<file path="config.mk">
export PLATFORM = sky130hd
export DESIGN_NAME = l2_rr_arbiter
export DESIGN_NICKNAME = d
export VERILOG_FILES = /design/src/rtl/l2_rr_arbiter_pkg.sv /design/src/rtl/l2_rr_priority_select.sv /design/src/rtl/l2_rr_arbiter.sv
export SDC_FILE = /design/constraint.sdc
export NUM_CORES = 1
export LEC_CHECK = 0
export CAP_MARGIN = 15
export CORE_MARGIN = 10
export CORE_UTILIZATION = 40
export CTS_BUF_LIST = sky130_fd_sc_hd__clkbuf_2 sky130_fd_sc_hd__clkbuf_4 sky130_fd_sc_hd__clkbuf_8
export DETAILED_ROUTE_END_ITERATION = 10
export PLACE_DENSITY = 0.64
export SYNTH_ARGS = -nofsm -noshare
export SYNTH_HDL_FRONTEND = slang
export SYNTH_SLANG_ARGS = --single-unit
</file>
<file path="constraint.sdc">
create_clock -name clk -period 1.88 [get_ports clk]
set_input_delay 0.376 -clock clk [delete_from_list [all_inputs] [get_ports clk]]
set_output_delay 0.376 -clock clk [all_outputs]
set_load 0.1 [all_outputs]
</file>
<file path="src/rtl/l2_rr_arbiter_pkg.sv">
// Shared L2 arbitration configuration and types.
// Used by the round-robin arbiter and its priority-select helper.
package l2_config_and_types;

    localparam int L2_NUM_PORTS = 4;
    localparam int L2_MAX_BURST = 8;

    typedef enum logic [1:0] {
        IDLE  = 2'd0,
        GRANT = 2'd1,
        BURST = 2'd2
    } arb_state_t;

endpackage

</file>
<file path="src/rtl/l2_rr_priority_select.sv">
// Combinational round-robin pick: first set request at or after ptr, wrapping.
// Reusable by any L2 arbiter that keeps its own priority pointer.
module l2_rr_priority_select #(
    parameter int NUM_PORTS = 4,
    parameter int IDX_W     = $clog2(NUM_PORTS)
) (
    input  logic [NUM_PORTS-1:0] requests,
    input  logic [IDX_W-1:0]     ptr,
    output logic [IDX_W-1:0]     index,
    output logic [NUM_PORTS-1:0] onehot,
    output logic                 any
);

    localparam int POS_W = $clog2(2 * NUM_PORTS);

    logic [NUM_PORTS-1:0]   mask;
    logic [2*NUM_PORTS-1:0] dbl;
    logic [POS_W-1:0]       pos;
    logic [POS_W-1:0]       pos_wrapped;

    // Lower copy only keeps requests at or above ptr; the upper copy covers the wrap.
    genvar gi;
    generate
        for (gi = 0; gi < NUM_PORTS; gi++) begin : g_mask
            assign mask[gi]   = (IDX_W'(gi) >= ptr);
            assign onehot[gi] = any && (index == IDX_W'(gi));
        end
    endgenerate

    assign dbl = {requests, requests & mask};
    assign any = |requests;

    always_comb begin
        pos = '0;
        for (int i = 2 * NUM_PORTS - 1; i >= 0; i--) begin
            if (dbl[i]) begin
                pos = POS_W'(i);
            end
        end
    end

    assign pos_wrapped = (pos >= POS_W'(NUM_PORTS)) ? pos - POS_W'(NUM_PORTS) : pos;
    assign index       = pos_wrapped[IDX_W-1:0];

endmodule

</file>
<file path="src/rtl/l2_rr_arbiter.sv">
// Round-robin L2 grant source with registered outputs and optional burst lock.
// Arbitration happens only in IDLE; one bubble cycle separates consecutive grants.
module l2_rr_arbiter
    import l2_config_and_types::*;
#(
    parameter int NUM_PORTS = L2_NUM_PORTS,
    parameter int MAX_BURST = L2_MAX_BURST,
    parameter int BURST_W   = (MAX_BURST > 1) ? $clog2(MAX_BURST) : 1
) (
    input  logic                         clk,
    input  logic                         rst,
    input  logic [NUM_PORTS-1:0]         requests,
    input  logic                         strobe,
    input  logic [BURST_W-1:0]           burst_len,
    output logic [$clog2(NUM_PORTS)-1:0] grantee_i,
    output logic [NUM_PORTS-1:0]         grantee_v,
    output logic                         grantee_valid
);

    localparam int                 IDX_W     = $clog2(NUM_PORTS);
    localparam logic [BURST_W-1:0] BURST_CAP = BURST_W'(MAX_BURST - 1);
    localparam logic [IDX_W-1:0]   LAST_PORT = IDX_W'(NUM_PORTS - 1);

    arb_state_t           state_reg, state_next;
    logic [IDX_W-1:0]     ptr_reg, ptr_next;
    logic [BURST_W-1:0]   cnt_reg, cnt_next;
    logic [IDX_W-1:0]     grantee_i_reg, grantee_i_next;
    logic [NUM_PORTS-1:0] grantee_v_reg, grantee_v_next;
    logic                 valid_reg, valid_next;

    logic [IDX_W-1:0]     sel_index;
    logic [NUM_PORTS-1:0] sel_onehot;
    logic                 sel_any;
    logic [BURST_W-1:0]   burst_clamped;
    logic                 release_grant;

    l2_rr_priority_select #(
        .NUM_PORTS (NUM_PORTS),
        .IDX_W     (IDX_W)
    ) u_select (
        .requests (requests),
        .ptr      (ptr_reg),
        .index    (sel_index),
        .onehot   (sel_onehot),
        .any      (sel_any)
    );

    assign burst_clamped = (burst_len > BURST_CAP) ? BURST_CAP : burst_len;

    always_comb begin
        state_next     = state_reg;
        ptr_next       = ptr_reg;
        cnt_next       = cnt_reg;
        grantee_i_next = grantee_i_reg;
        grantee_v_next = grantee_v_reg;
        valid_next     = valid_reg;
        release_grant  = 1'b0;

        case (state_reg)
            IDLE: begin
                if (sel_any) begin
                    state_next     = GRANT;
                    grantee_i_next = sel_index;
                    grantee_v_next = sel_onehot;
                    valid_next     = 1'b1;
                end
            end
            GRANT: begin
                if (strobe) begin
                    if (burst_clamped == '0) begin
                        release_grant = 1'b1;
                    end else begin
                        cnt_next   = burst_clamped;
                        state_next = BURST;
                    end
                end
            end
            BURST: begin
                if (strobe) begin
                    if (cnt_reg == BURST_W'(1)) begin
                        release_grant = 1'b1;
                    end else begin
                        cnt_next = cnt_reg - BURST_W'(1);
                    end
                end
            end
            default: begin
                state_next = IDLE;
            end
        endcase

        // grantee_i keeps its last value across the idle bubble.
        if (release_grant) begin
            state_next     = IDLE;
            cnt_next       = '0;
            valid_next     = 1'b0;
            grantee_v_next = '0;
            ptr_next       = (grantee_i_reg == LAST_PORT) ? '0 : grantee_i_reg + IDX_W'(1);
        end
    end

    always_ff @(posedge clk or posedge rst) begin
        if (rst) begin
            state_reg     <= IDLE;
            ptr_reg       <= '0;
            cnt_reg       <= '0;
            grantee_i_reg <= '0;
            grantee_v_reg <= '0;
            valid_reg     <= 1'b0;
        end else begin
            state_reg     <= state_next;
            ptr_reg       <= ptr_next;
            cnt_reg       <= cnt_next;
            grantee_i_reg <= grantee_i_next;
            grantee_v_reg <= grantee_v_next;
            valid_reg     <= valid_next;
        end
    end

    assign grantee_i     = grantee_i_reg;
    assign grantee_v     = grantee_v_reg;
    assign grantee_valid = valid_reg;

`ifndef SYNTHESIS
    a_grantee_holds_request: assert property (@(posedge clk) disable iff (rst)
        valid_reg |-> requests[grantee_i_reg])
        else $warning("l2_rr_arbiter: grantee dropped its request before release");

    a_no_strobe_when_idle: assert property (@(posedge clk) disable iff (rst)
        strobe |-> valid_reg)
        else $warning("l2_rr_arbiter: strobe ignored while no grant is active");
`endif

endmodule
</file>
; ---- Yosys cells after proc, flatten, opt, wreduce, memory -nomap -nowiden
; Cells that the tools add are included.
[totals]
reg_bits = 14
inputBits = 10
word_cells = 77
[op_classes]
n_addsub = 3
n_lt_le_gt_ge = 6
eq_ne = 13
muxes = 33
bitwise = 1
n_reduce_logical = 15
[ops]
columns = operator, count
row1 = two-way mux 3 bit, 14
row2 = two-way mux 2 bit, 6
row3 = two-way mux 4 bit, 3
row4 = inequality test 3 bit (second input constant), 4
row5 = equality test 2 bit (second input constant), 4
row6 = two-way mux 1 bit, 7
row7 = case mux 2 bit (3 select lines), 1
row8 = case mux 3 bit (2 select lines), 1
row9 = AND reduction 5 bit, 1
row10 = bitwise AND 4 bit, 1
row11 = equality test 2 x 1 -> 1 bit (second input constant), 2
row12 = greater-or-equal comparator 1 x 2 -> 1 bit (first input constant), 2
row13 = greater-or-equal comparator 2 bit (first input constant), 2
row14 = logical AND 1 bit, 4
row15 = logical NOT 2 bit, 2
row16 = AND reduction 2 bit, 2
row17 = AND reduction 4 bit, 1
row18 = nonzero test 2 bit, 2
row19 = OR reduction 4 bit, 1
row20 = equality test 3 x 1 -> 1 bit (second input constant), 1
row21 = greater-or-equal comparator 3 bit (second input constant), 1
row22 = > comparator 3 bit (second input constant), 1
row23 = logical NOT 3 bit, 1
row24 = inequality test 3 x 2 -> 1 bit (second input constant), 1
row25 = other kinds (6), 6

; ---- Longest topological paths before layout
; Gate-level depths: netlist (run 1).
[depth]
ltp_word = 15
ltp_mapped = 6

; ---- Cells and area by module
; From an unflattened synthesis (run 1), not the netlist that was laid out.
[unflattened]
cells_unflattened = 118
area_unflattened_um2 = 1061.0
[by_module_without_submodules]
columns = mod, n_inst, cells_per_inst, area_per_inst_um2, seq_area_each_um2
row1 = l2_rr_arbiter, 1, 85, 855.8, 350.3
row2 = l2_rr_priority_select, 1, 33, 205.2, 0.0

; ---- Worst setup path before layout (run 1)
; OpenSTA, ideal clock, no wires.
[synth_path]
path_kind = register to register
startpoint = register state_reg[0]
endpoint = register state_reg[0]
t_arrival_ns = 1.657
path_slack_ns = 0.098
path_stages_with_launch = 7
path_buffers = 0
synth_period_minus_slack_ns = 1.782
cell_sequence = dfrtp_1 -> inv_1 -> ha_1 -> and3b_1 -> o211a_4 -> a31oi_1 -> mux2_4
[synth_via]
elab_chain_cells = 4
word_cells_on_any_way = 11
cone_classes = 6 x eq/ne / 3 x mux / 2 x reduce/logical
[synth_lines]
columns = item, line_no
row1 = from (decl), l2_rr_arbiter.sv:24  ; arb_state_t state_reg, state_next;
row2 = from (signal assigned), l2_rr_arbiter.sv:111  ; state_reg <= state_next;
row3 = equality test 2 bit or equality test 2 x 1 -> 1 bit (tied branches), l2_rr_arbiter.sv:59  ; case (state_reg)
row4 = case mux 1 bit (2 select lines), l2_rr_arbiter.sv:59
row5 = "inequality test 3 x 2 -> 1 bit (no line), or another cell as far along", --
row6 = AND reduction 4 bit (no line), --
; Several ways; a longest one is shown, not always the timed one.
; A chain may end at the register's enable or synchronous reset.

; ---- Final worst setup path (run 1)
[layout_path]
startpoint = input port burst_len[2]
endpoint = register state_reg[0]
[layout_via]
elab_chain_cells = 8
word_cells_on_any_way = 12
cone_classes = 1 x order compare / 4 x eq/ne / 5 x mux / 2 x reduce/logical
[layout_lines]
columns = item, line_no
row1 = from (decl), l2_rr_arbiter.sv:14  ; input logic [BURST_W-1:0] burst_len,
row2 = > comparator 3 bit, l2_rr_arbiter.sv:48  ; assign burst_clamped = (burst_len > BURST_CAP) ? BURST_CAP : burst_len;
row3 = two-way mux 3 bit (*), l2_rr_arbiter.sv:48
row4 = logical NOT 3 bit (*), l2_rr_arbiter.sv:70  ; if (burst_clamped == '0) begin
row5 = two-way mux 1 bit, l2_rr_arbiter.sv:70
row6 = two-way mux 1 bit, l2_rr_arbiter.sv:69  ; if (strobe) begin
row7 = case mux 1 bit (2 select lines), l2_rr_arbiter.sv:59
row8 = "inequality test 3 x 2 -> 1 bit (no line), or another cell as far along", --
row9 = AND reduction 4 bit (no line), --
; Every way passes the cells marked *; elsewhere a longest branch is shown, timed or not.

==> flow_metrics.py, run 1 <==
metrics = {
    "sta": {
        "setup_violations": 0,
        "slew_viol_final": 0,
        "rsz0062_at_grt": "no",
        "worst_pin_slew_ps": 544,
        "setup_tns_ps": 0,
        "timing.final.crit_share": 0.973,
        "holdWs_ps": 431,
        "min_period_ps": 1830,
        "hold_viol": 0,
        "max_slew_margin": 0.637,
        "setup_slack_ps": 51.6,
        "clock.fmax_mhz": 547,
        "clock_skew_ps": 10.6,
    },
    "synthesis": {
        "synth_most_common_cell": "dfrtp_1",
        "synth_top_cells_by_count": "dfrtp_1 (14), inv_1 (10), nand2_1 (9), ha_1 (6), a21oi_1 (5)",
        "synthAdderAreaFrac": 0.0796,
        "yosysTopAreaCellShare": 0.371,
        "synth-xor-area-share": 0,
        "ys_ff_latch": 14,
        "synth-simple-area-share": 0.199,
        "syn_area_per_cell_um2": 9.63,
        "muxShareOfSynthArea": 0.0371,
        "seq_area_frac_synth": 0.371,
        "synth_top_flop_cell": "dfrtp_1",
        "syn-num-nets": 114,
        "yosys-top-cells-area": "dfrtp_1 (37%), ha_1 (8.0%), inv_1 (4.0%)",
        "netlist_instances": 98,
        "synth-async-reset-ratio": 1.00,
        "synth_top_cell_by_area": "dfrtp_1",
        "synth_compound_area_frac": 0.264,
        "ys_warn_count": 0,
        "synth_area_um2": 943,
        "ys_types": 42,
        "synth_edf_count": 0,
        "synth_top_family_by_area": "compound AO/OA/AOI/OAI gates",
    },
    "final_layout": {
        "areaGrowthSynthToFinish_pct": 46.2,
        "finish.utilization": 0.617,
        "final_cells": 159,
        "multi_input_area_um2": 577,
        "drive_above_1_share": 0.313,
        "nets": 148,
        "nFillCells": 194,
        "diodes": 0,
        "largest_register_ffs": 4,
        "ff_latch_area_um2": 350,
    },
    "floorplan": {
        "die_area_um2": 4700,
        "die_h_um": 68.6,
        "rows": 17,
        "initial_utilization": 0.422,
        "fp.dieW_um": 68.6,
        "io_pins": 17,
        "core-area_um2": 2230,
    },
    "power_and_ir_drop": {
        "p_leak_nw": 0.627,
        "powerDensity_nw_per_um2": 1720,
        "ir_drop_mv": 1.19,
    },
    "placed_design": {
        "gp_congestion": 0.876,
        "place_inst": 155,
        "numPortBuffers": 16,
        "place_ws_ps": -128,
        "dp_hpwl_mm": 1.80,
    },
    "worst_setup_path": {
        "timing.rr.end": "state_reg[0]",
        "cp_slowest_cell": "clkdlybuf4s50_1",
        "startpoint_type": "input pin",
        "critPathArrivalTime_ps": 2000,
        "cpPeakStageDelay_ps": 450,
        "r2r_start": "state_reg[1]",
        "critPathKind": "in -> reg",
        "r2r_slack_ps": 80,
        "critical_path_required_ps": 2060,
        "cp-endpoint": "state_reg[0]",
        "cp-end-kind": "flop",
        "reg2reg_depth": 5,
        "crit_start": "burst_len[2]",
        "crit_chain": "clkdlybuf4s50_1 -> buf_4 -> nor4_4 -> o211a_4 -> a31oi_1 -> mux2_4",
        "path_max_fanout": 4,
    },
    "route": {
        "vias": 852,
        "drt_iter0_markers": 26,
        "drcViolationCount": 0,
        "drt-pass1-iter-count": 4,
        "finalWirelength_mm": 2.32,
        "viasPerCell": 5.36,
        "drtAntennaViolNets": 0,
        "wire_per_inst_um": 14.6,
    },
    "grt": {
        "grt_max_degree": 15,
        "grt_pass1_vias": 813,
        "overflow": 0,
        "antenna_found_initial": 0,
        "grt_first_pass_wirelength_mm": 3.88,
        "track_usage": 0.106,
    },
    "worst_hold_path": {
        "hp-class": "in -> async",
    },
    "clocking": {
        "cts_buffers": 3,
        "clock-sinks": 14,
        "cts.htree.levels": 1,
        "cts_tree": "built",
        "clock_latency_ps": 280,
        "clock_path_buffers": 2,
        "cts.reportedPaths.clkPinSlew_ps": 90,
        "ctsRootBufferMaster": "clkbuf_4",
    },
    "flow_run": {
        "cap_viol_max_count": 0,
    },
    "outcome": {
        "outcome": "finished, final reports clean",
    },
}
==> critical path, delay by kind of cell <==
kind	cells	cell delay [ps]
simple gates	1	440
mux	1	310
buf+inv	2	610
compound gates	2	260
==> how the worst min path moves through the flow <==
stage | cells after the start | start | to | slack (ps)
2_1_floorplan | 1 | rst | cnt_reg[0] | 270
3_3_place_gp | 1 | cnt_reg[0] | cnt_reg[0] | 510
3_5_place_dp | 1 | cnt_reg[0] | cnt_reg[0] | 520
4_1_cts | 2 | rst | cnt_reg[0] | 440
5_1_grt | 2 | rst | cnt_reg[0] | 480
6_report | 2 | rst | cnt_reg[1] | 430
==> cell type report <==
| class | count | area share |
|---|---|---|
| Multi-Input combinational cell | 72 | 0.418 |
| Inverter | 10 | 0.0272 |
| Clock buffer | 4 | 0.0263 |
| Sequential cell | 14 | 0.254 |
| Timing Repair Buffer | 31 | 0.249 |
| Tap cell | 28 | 0.0254 |
==> layout by cell type, fill, tap and decap left out, types with 2 or more instances in the layout <==
cell	synthesis	routed
mux2i_1	2	2
o31ai_1	3	3
nor2_1	3	3
o21ai_0	2	2
nand3_1	3	3
a31oi_1	3	3
buf_12	0	7
ha_1	6	4
nor2b_1	2	2
ha_2	0	2
inv_1	10	9
clkbuf_4	0	3
clkdlybuf4s50_1	0	9
o41ai_2	1	2
nand2_1	9	9
o21ai_1	4	4
a21oi_1	5	5
buf_4	0	15
a211oi_1	2	2
dfrtp_1	14	14
nand2b_1	3	3
==> routing by layer <==
| layer | vias up | track usage | routed length [um] |
|---|---|---|---|
| met3 | 2 | 0.0354 | 105 |
| met5 | - | 0 | 0 |
| met1 | 409 | 0.140 | 1080 |
| li1 | 432 | - | - |
| met2 | 9 | 0.157 | 1110 |
| met4 | 0 | 0.0377 | 16 |
==> cell families after synthesis <==
| logic type | after synthesis |
|---|---|
| compound gates | 33 |
| flops | 14 |
| buf+inv | 12 |
| simple gates | 30 |
| mux | 3 |
| fa+ha+maj | 6 |
==> repair_timing <==
item                                   CTS  global route
setup buffers                            0             0
endpoints found under the hold margin    0             0
hold buffers                             0             0
resized for setup                        0             7
setup endpoints to repair                0             5
==> report_power, final <==
part	total (mW)	switching [mW]	internal, mW
combinational	1.58	0.920	0.660
sequential	0.573	0.137	0.436
clock	0.219	0.101	0.118
==> metrics by stage <==
| step | area (um2) | total power, mW |
|---|---|---|
| final | 1380 | 2.37 |
| after global routing | 1380 | 2.53 |
| after CTS | 1350 | 2.34 |
| after detailed placement | 1310 | 2.11 |
| after global placement | 1310 | 2.09 |
| after floorplan | 943 | 1.56 |
Note: power is estimated with default switching activity, not from simulation.
==> inputs of run 2 (changes only) <==
--- a/config.mk
+++ b/config.mk
@@ -5,12 +5,13 @@
 export SDC_FILE = /design/constraint.sdc
 export NUM_CORES = 1
 export LEC_CHECK = 0
-export CAP_MARGIN = 15
 export CORE_MARGIN = 10
 export CORE_UTILIZATION = 40
 export CTS_BUF_LIST = sky130_fd_sc_hd__clkbuf_2 sky130_fd_sc_hd__clkbuf_4 sky130_fd_sc_hd__clkbuf_8
 export DETAILED_ROUTE_END_ITERATION = 10
-export PLACE_DENSITY = 0.64
+export DONT_BUFFER_PORTS = 1
+export HOLD_SLACK_MARGIN = 0.06
+export PLACE_DENSITY = 0.54
 export SYNTH_ARGS = -nofsm -noshare
 export SYNTH_HDL_FRONTEND = slang
 export SYNTH_SLANG_ARGS = --single-unit
==> flow_metrics.py, run 2 (same netlist as run 1, synthesis figures left out) <==
metrics = {
    "clocking": {
        "cts.reportedPaths.clkPinSlew_ps": 90,
        "cts_tree": "built",
        "clock_path_buffers": 2,
        "clock_latency_ps": 280,
        "cts_buffers": 3,
        "ctsRootBufferMaster": "clkbuf_4",
        "post_cts_buffers": 0,
        "clock-sinks": 14,
        "cts.htree.levels": 1,
    },
    "sta": {
        "setup_tns_ps": 0,
        "hold_viol": 0,
        "rsz0062_at_grt": "yes",
        "setup_violations": 0,
        "clock_skew_ps": 1.97,
        "max_slew_margin": 0.641,
        "holdWs_ps": 249,
        "min_period_ps": 1800,
        "slew_viol_final": 0,
        "timing.final.crit_share": 0.956,
        "clock.fmax_mhz": 556,
        "worst_pin_slew_ps": 538,
    },
    "worst_setup_path": {
        "startpoint_type": "flop",
        "critPathArrivalTime_ps": 1970,
        "path_max_fanout": 6,
        "cp-end-kind": "flop",
        "crit_chain": "inv_1 -> ha_2 -> and3b_1 -> o211a_4 -> a31oi_2 -> mux2_4",
        "critical_path_required_ps": 2060,
        "critPathKind": "reg -> reg",
        "cp_slowest_cell": "dfrtp_1",
        "cpPeakStageDelay_ps": 380,
    },
    "final_layout": {
        "multi_input_area_um2": 563,
        "nets": 131,
        "drive_above_1_share": 0.254,
        "nFillCells": 230,
        "ff_latch_area_um2": 350,
        "stdcell_area_um2": 1130,
        "final_common_cell": "dfrtp_1",
        "areaGrowthSynthToFinish_pct": 19.8,
        "layout_common_cells": "dfrtp_1 (14), buf_4 (13), inv_1 (10)",
        "final_cells": 142,
        "largest_register_ffs": 4,
        "diodes": 0,
    },
    "grt": {
        "grtUsageMet3": 0.0242,
        "grt_pass1_vias": 828,
        "use_met1": 0.125,
        "busiest_layer": "met2",
        "grt_max_degree": 15,
        "grtUsageMet2": 0.172,
        "grt_first_pass_wirelength_mm": 3.77,
        "antenna_found_initial": 0,
        "track_usage": 0.103,
        "overflow": 0,
    },
    "route": {
        "drcViolationCount": 0,
        "drt-pass1-iter-count": 3,
        "drtAntennaViolNets": 0,
        "vias": 777,
        "drt_iter0_markers": 33,
        "viasPerCell": 5.47,
        "wire_per_inst_um": 15.7,
        "finalWirelength_mm": 2.22,
    },
    "flow_run": {
        "cap_viol_max_count": 0,
    },
    "power_and_ir_drop": {
        "p_leak_nw": 0.523,
        "p_clk_frac": 0.107,
        "internal_power_mw": 1.01,
        "powerDensity_nw_per_um2": 1850,
        "pwr-share-seq": 0.254,
        "combPwrFrac": 0.638,
        "ir_drop_mv": 1.20,
        "finalPower_mw": 2.09,
        "switching_share": 0.518,
        "p_switching_mw": 1.09,
    },
    "placed_design": {
        "numPortBuffers": 0,
        "gp_congestion": 0.765,
        "place_inst": 137,
        "place_area_um2": 1070,
        "dp_hpwl_mm": 1.78,
    },
    "floorplan": {
        "die_area_um2": 4700,
        "io_pins": 17,
        "initial_utilization": 0.422,
        "core-area_um2": 2230,
        "fp.dieW_um": 68.6,
        "die_h_um": 68.6,
        "rows": 17,
    },
    "outcome": {
        "outcome": "finished, final reports clean",
    },
    "worst_hold_path": {
        "hp-class": "in -> reg",
    },
}
run 2: cell types whose count changed in the layout (fill, tap and decap cells not counted), sizes merged:
cell           delta
clkdlybuf4s50     -9
buf               -9
dlygate4sd3       +1
run 2: routing by layer:
layer	vias up	routed length, um
met5	-	0
met4	0	9
met3	2	136
met2	11	1050
met1	370	1030
li1	394	-
run 2: power groups by stage:
stage | Sequential, mW | Clock, mW | Combinational (mW)
after global routing | 0.551 | 0.245 | 1.45
after floorplan | 0.963 | 0 | 0.596
final | 0.533 | 0.224 | 1.34
after CTS | 0.534 | 0.233 | 1.33
after detailed placement | 0.540 | 0 | 1.32
after global placement | 0.535 | 0 | 1.31
run 2: final cells by class:
class                   count  area share
multi-input cells          72       0.498
flip-flops and latches     14       0.310
inverters                  10      0.0332
repair buffers             14      0.0952
well taps                  28      0.0310
clock buffers               4      0.0321
run 2: stage by stage:
| stage | setup slack [ps] | util |
|---|---|---|
| global placement | 65.2 | 0.478 |
| detailed placement | -18.0 | 0.478 |
| global route | -1.65 | 0.506 |
| floorplan | 97.7 | - |
| CTS | 43.4 | 0.500 |
| finish | 82.5 | 0.506 |
run 2: repair_timing:
item,in CTS,in global routing
gates resized for setup,1,2
hold buffers,1,0
setup endpoints to repair,1,2
pin swaps,0,0
hold endpoints to repair,14,0
run 2: worst paths after layout:
kind,start,end,slack [ps],cells past startpoint
setup / recovery,state_reg[0],state_reg[0],80,6
hold / removal,strobe,cnt_reg[1],250,2
setup reg to reg,state_reg[0],state_reg[0],80,6
hold reg to reg,grantee_i[0],ptr_reg[0],500,1
max in group asynchronous,rst,grantee_v[1],960,2
min in group asynchronous,rst,cnt_reg[1],570,2
run 2: worst max-delay path: cells and delay by family (launching register included):
kind	cells	cell delay (ps)
and+or+nand+nor	1	230
AOI/OAI and AO/OA	2	470
muxes	1	310
adders and majority gates	1	230
buffers and inverters	1	70
DFF	1	380
==> inputs of run 3 (changes only) <==
--- a/config.mk
+++ b/config.mk
@@ -8,10 +8,12 @@
 export CORE_MARGIN = 10
 export CORE_UTILIZATION = 40
 export CTS_BUF_LIST = sky130_fd_sc_hd__clkbuf_2 sky130_fd_sc_hd__clkbuf_4 sky130_fd_sc_hd__clkbuf_8
+export CTS_CLUSTER_DIAMETER = 120
 export DETAILED_ROUTE_END_ITERATION = 10
 export DONT_BUFFER_PORTS = 1
 export HOLD_SLACK_MARGIN = 0.06
 export PLACE_DENSITY = 0.54
+export SETUP_SLACK_MARGIN = 0.15
 export SYNTH_ARGS = -nofsm -noshare
 export SYNTH_HDL_FRONTEND = slang
 export SYNTH_SLANG_ARGS = --single-unit
==> flow_metrics.py, run 3 (same netlist as run 1, synthesis figures left out) <==
metrics = {
    "final_layout": {
        "final_common_cell": "dfrtp_1",
        "diodes": 0,
        "layout_common_cells": "dfrtp_1 (13), buf_4 (12), inv_1 (9), nand2_1 (9), a21oi_1 (5)",
        "nFillCells": 207,
        "nets": 130,
        "drive_above_1_share": 0.301,
        "largest_register_ffs": 4,
        "areaGrowthSynthToFinish_pct": 23.7,
    },
    "worst_setup_path": {
        "cp-end-kind": "flop",
        "cp_num_buf_inv": 0,
        "critPathTopFamily": "compound AO/OA/AOI/OAI gates",
        "path_max_fanout": 8,
        "r2r_start": "state_reg[1]",
        "cpPeakStageDelay_ps": 450,
        "crit_chain": "ha_4 -> and3b_2 -> o211a_4 -> a31oi_2 -> mux2_4",
        "startpoint_type": "flop",
        "critPathKind": "reg -> reg",
        "cp_slowest_cell": "dfrtp_2",
        "critical_path_required_ps": 2070,
        "crit_start": "state_reg[1]",
        "critPathArrivalTime_ps": 1970,
    },
    "route": {
        "finalWirelength_mm": 2.38,
        "vias": 801,
        "drtAntennaViolNets": 0,
        "drcViolationCount": 0,
        "wire_per_inst_um": 16.9,
        "drt-pass1-iter-count": 4,
        "viasPerCell": 5.68,
        "drt_iter0_markers": 104,
    },
    "sta": {
        "setup_tns_ps": 0,
        "holdWs_ps": 234,
        "min_period_ps": 1780,
        "setup_slack_ps": 98.5,
        "worst_pin_slew_ps": 542,
        "setup_violations": 0,
        "clock.fmax_mhz": 561,
        "rsz0062_at_grt": "yes",
        "timing.final.crit_share": 0.948,
        "max_slew_margin": 0.638,
        "slew_viol_final": 0,
        "clock_skew_ps": 0.824,
        "hold_viol": 0,
    },
    "floorplan": {
        "io_pins": 17,
        "die_h_um": 68.6,
        "die_area_um2": 4700,
        "initial_utilization": 0.422,
        "rows": 17,
        "core-area_um2": 2230,
        "fp.dieW_um": 68.6,
    },
    "clocking": {
        "cts.reportedPaths.clkPinSlew_ps": 90,
        "cts_buffers": 3,
        "cts_tree": "built",
        "clock-sinks": 14,
        "ctsRootBufferMaster": "clkbuf_4",
        "clock_path_buffers": 2,
        "clock_latency_ps": 290,
        "cts.htree.levels": 1,
    },
    "grt": {
        "grt_max_degree": 15,
        "grt_first_pass_wirelength_mm": 4.11,
        "track_usage": 0.114,
        "antenna_found_initial": 0,
        "overflow": 0,
        "grt_pass1_vias": 896,
    },
    "power_and_ir_drop": {
        "powerDensity_nw_per_um2": 1880,
        "pwr-share-seq": 0.245,
        "p_leak_nw": 0.521,
        "ir_drop_mv": 1.02,
        "p_clk_frac": 0.105,
        "internal_power_mw": 1.05,
        "switching_share": 0.521,
        "p_switching_mw": 1.14,
        "finalPower_mw": 2.19,
        "combPwrFrac": 0.650,
    },
    "placed_design": {
        "gp_congestion": 0.774,
        "dp_hpwl_mm": 1.70,
        "numPortBuffers": 0,
        "place_ws_ps": 53.8,
    },
    "flow_run": {
        "cap_viol_max_count": 0,
    },
    "worst_hold_path": {
        "hp-class": "in -> reg",
        "hp-start": "strobe",
    },
    "outcome": {
        "outcome": "finished, final reports clean",
    },
}
[run 3: changes by cell type in the layout (fill, tap and decap cells not counted), sizes merged]
cell,before,now
buf,13,12
[run 3: worst reg2reg max path, delay by kind of cell, from the launching register on]
family,cells,cell delay (ps)
muxes,1,310
DFF,1,450
and+or+nand+nor,1,250
adders and majority gates,1,210
AOI/OAI and AO/OA,2,460
[run 3: layout make-up]
class / count / area [um2] / share of cell area
clock buffer: 4 / 36.3 / 0.0311
inverter: 10 / 37.5 / 0.0322
multi-input combinational: 72 / 607 / 0.520
sequential: 14 / 352 / 0.301
timing repair buffer: 13 / 100 / 0.0857
tap: 28 / 35.0 / 0.0300
[run 3: repair_timing]
action / CTS / global route
setup buffers: 3 / 0
hold buffers: 1 / 0
resized for setup: 7 / 5
pin swaps: 1 / 2
endpoints found under the setup margin: 6 / 7
hold endpoints to repair: 14 / 0
[run 3: routing by layer]
metal  GRT usage  routed length, um  up-vias
met1       0.150               1150      390
met3      0.0225                127        5
met4      0.0528                 45        0
li1            -                  -      391
met2       0.175               1060       15
met5           0                  0        -
[run 3: path summary, 6_finish.rpt]
check,to,slack [ps],cells after the start
max,state_reg[0],100,5
min,cnt_reg[1],230,2
max reg2reg,state_reg[0],100,5
min reg2reg,ptr_reg[0],500,1
max in group asynchronous,state_reg[1],930,2
min in group asynchronous,cnt_reg[1],560,2
[run 3: per-stage QoR]
stage	instances	cell area [um2]	utilization
after floorplan	98	946	-
after global placement	133	1040	0.466
final	141	1170	0.523
after CTS	141	1150	0.513
after detailed placement	133	1040	0.466
after global routing	141	1170	0.523
[run 3: power groups by stage]
stage / Sequential, mW / Combinational (mW) / Clock (mW)
after floorplan: 0.963 / 0.598 / 0
after global placement: 0.536 / 1.30 / 0
after detailed placement: 0.540 / 1.30 / 0
after CTS: 0.535 / 1.39 / 0.236
after global routing: 0.557 / 1.55 / 0.242
final: 0.537 / 1.42 / 0.230
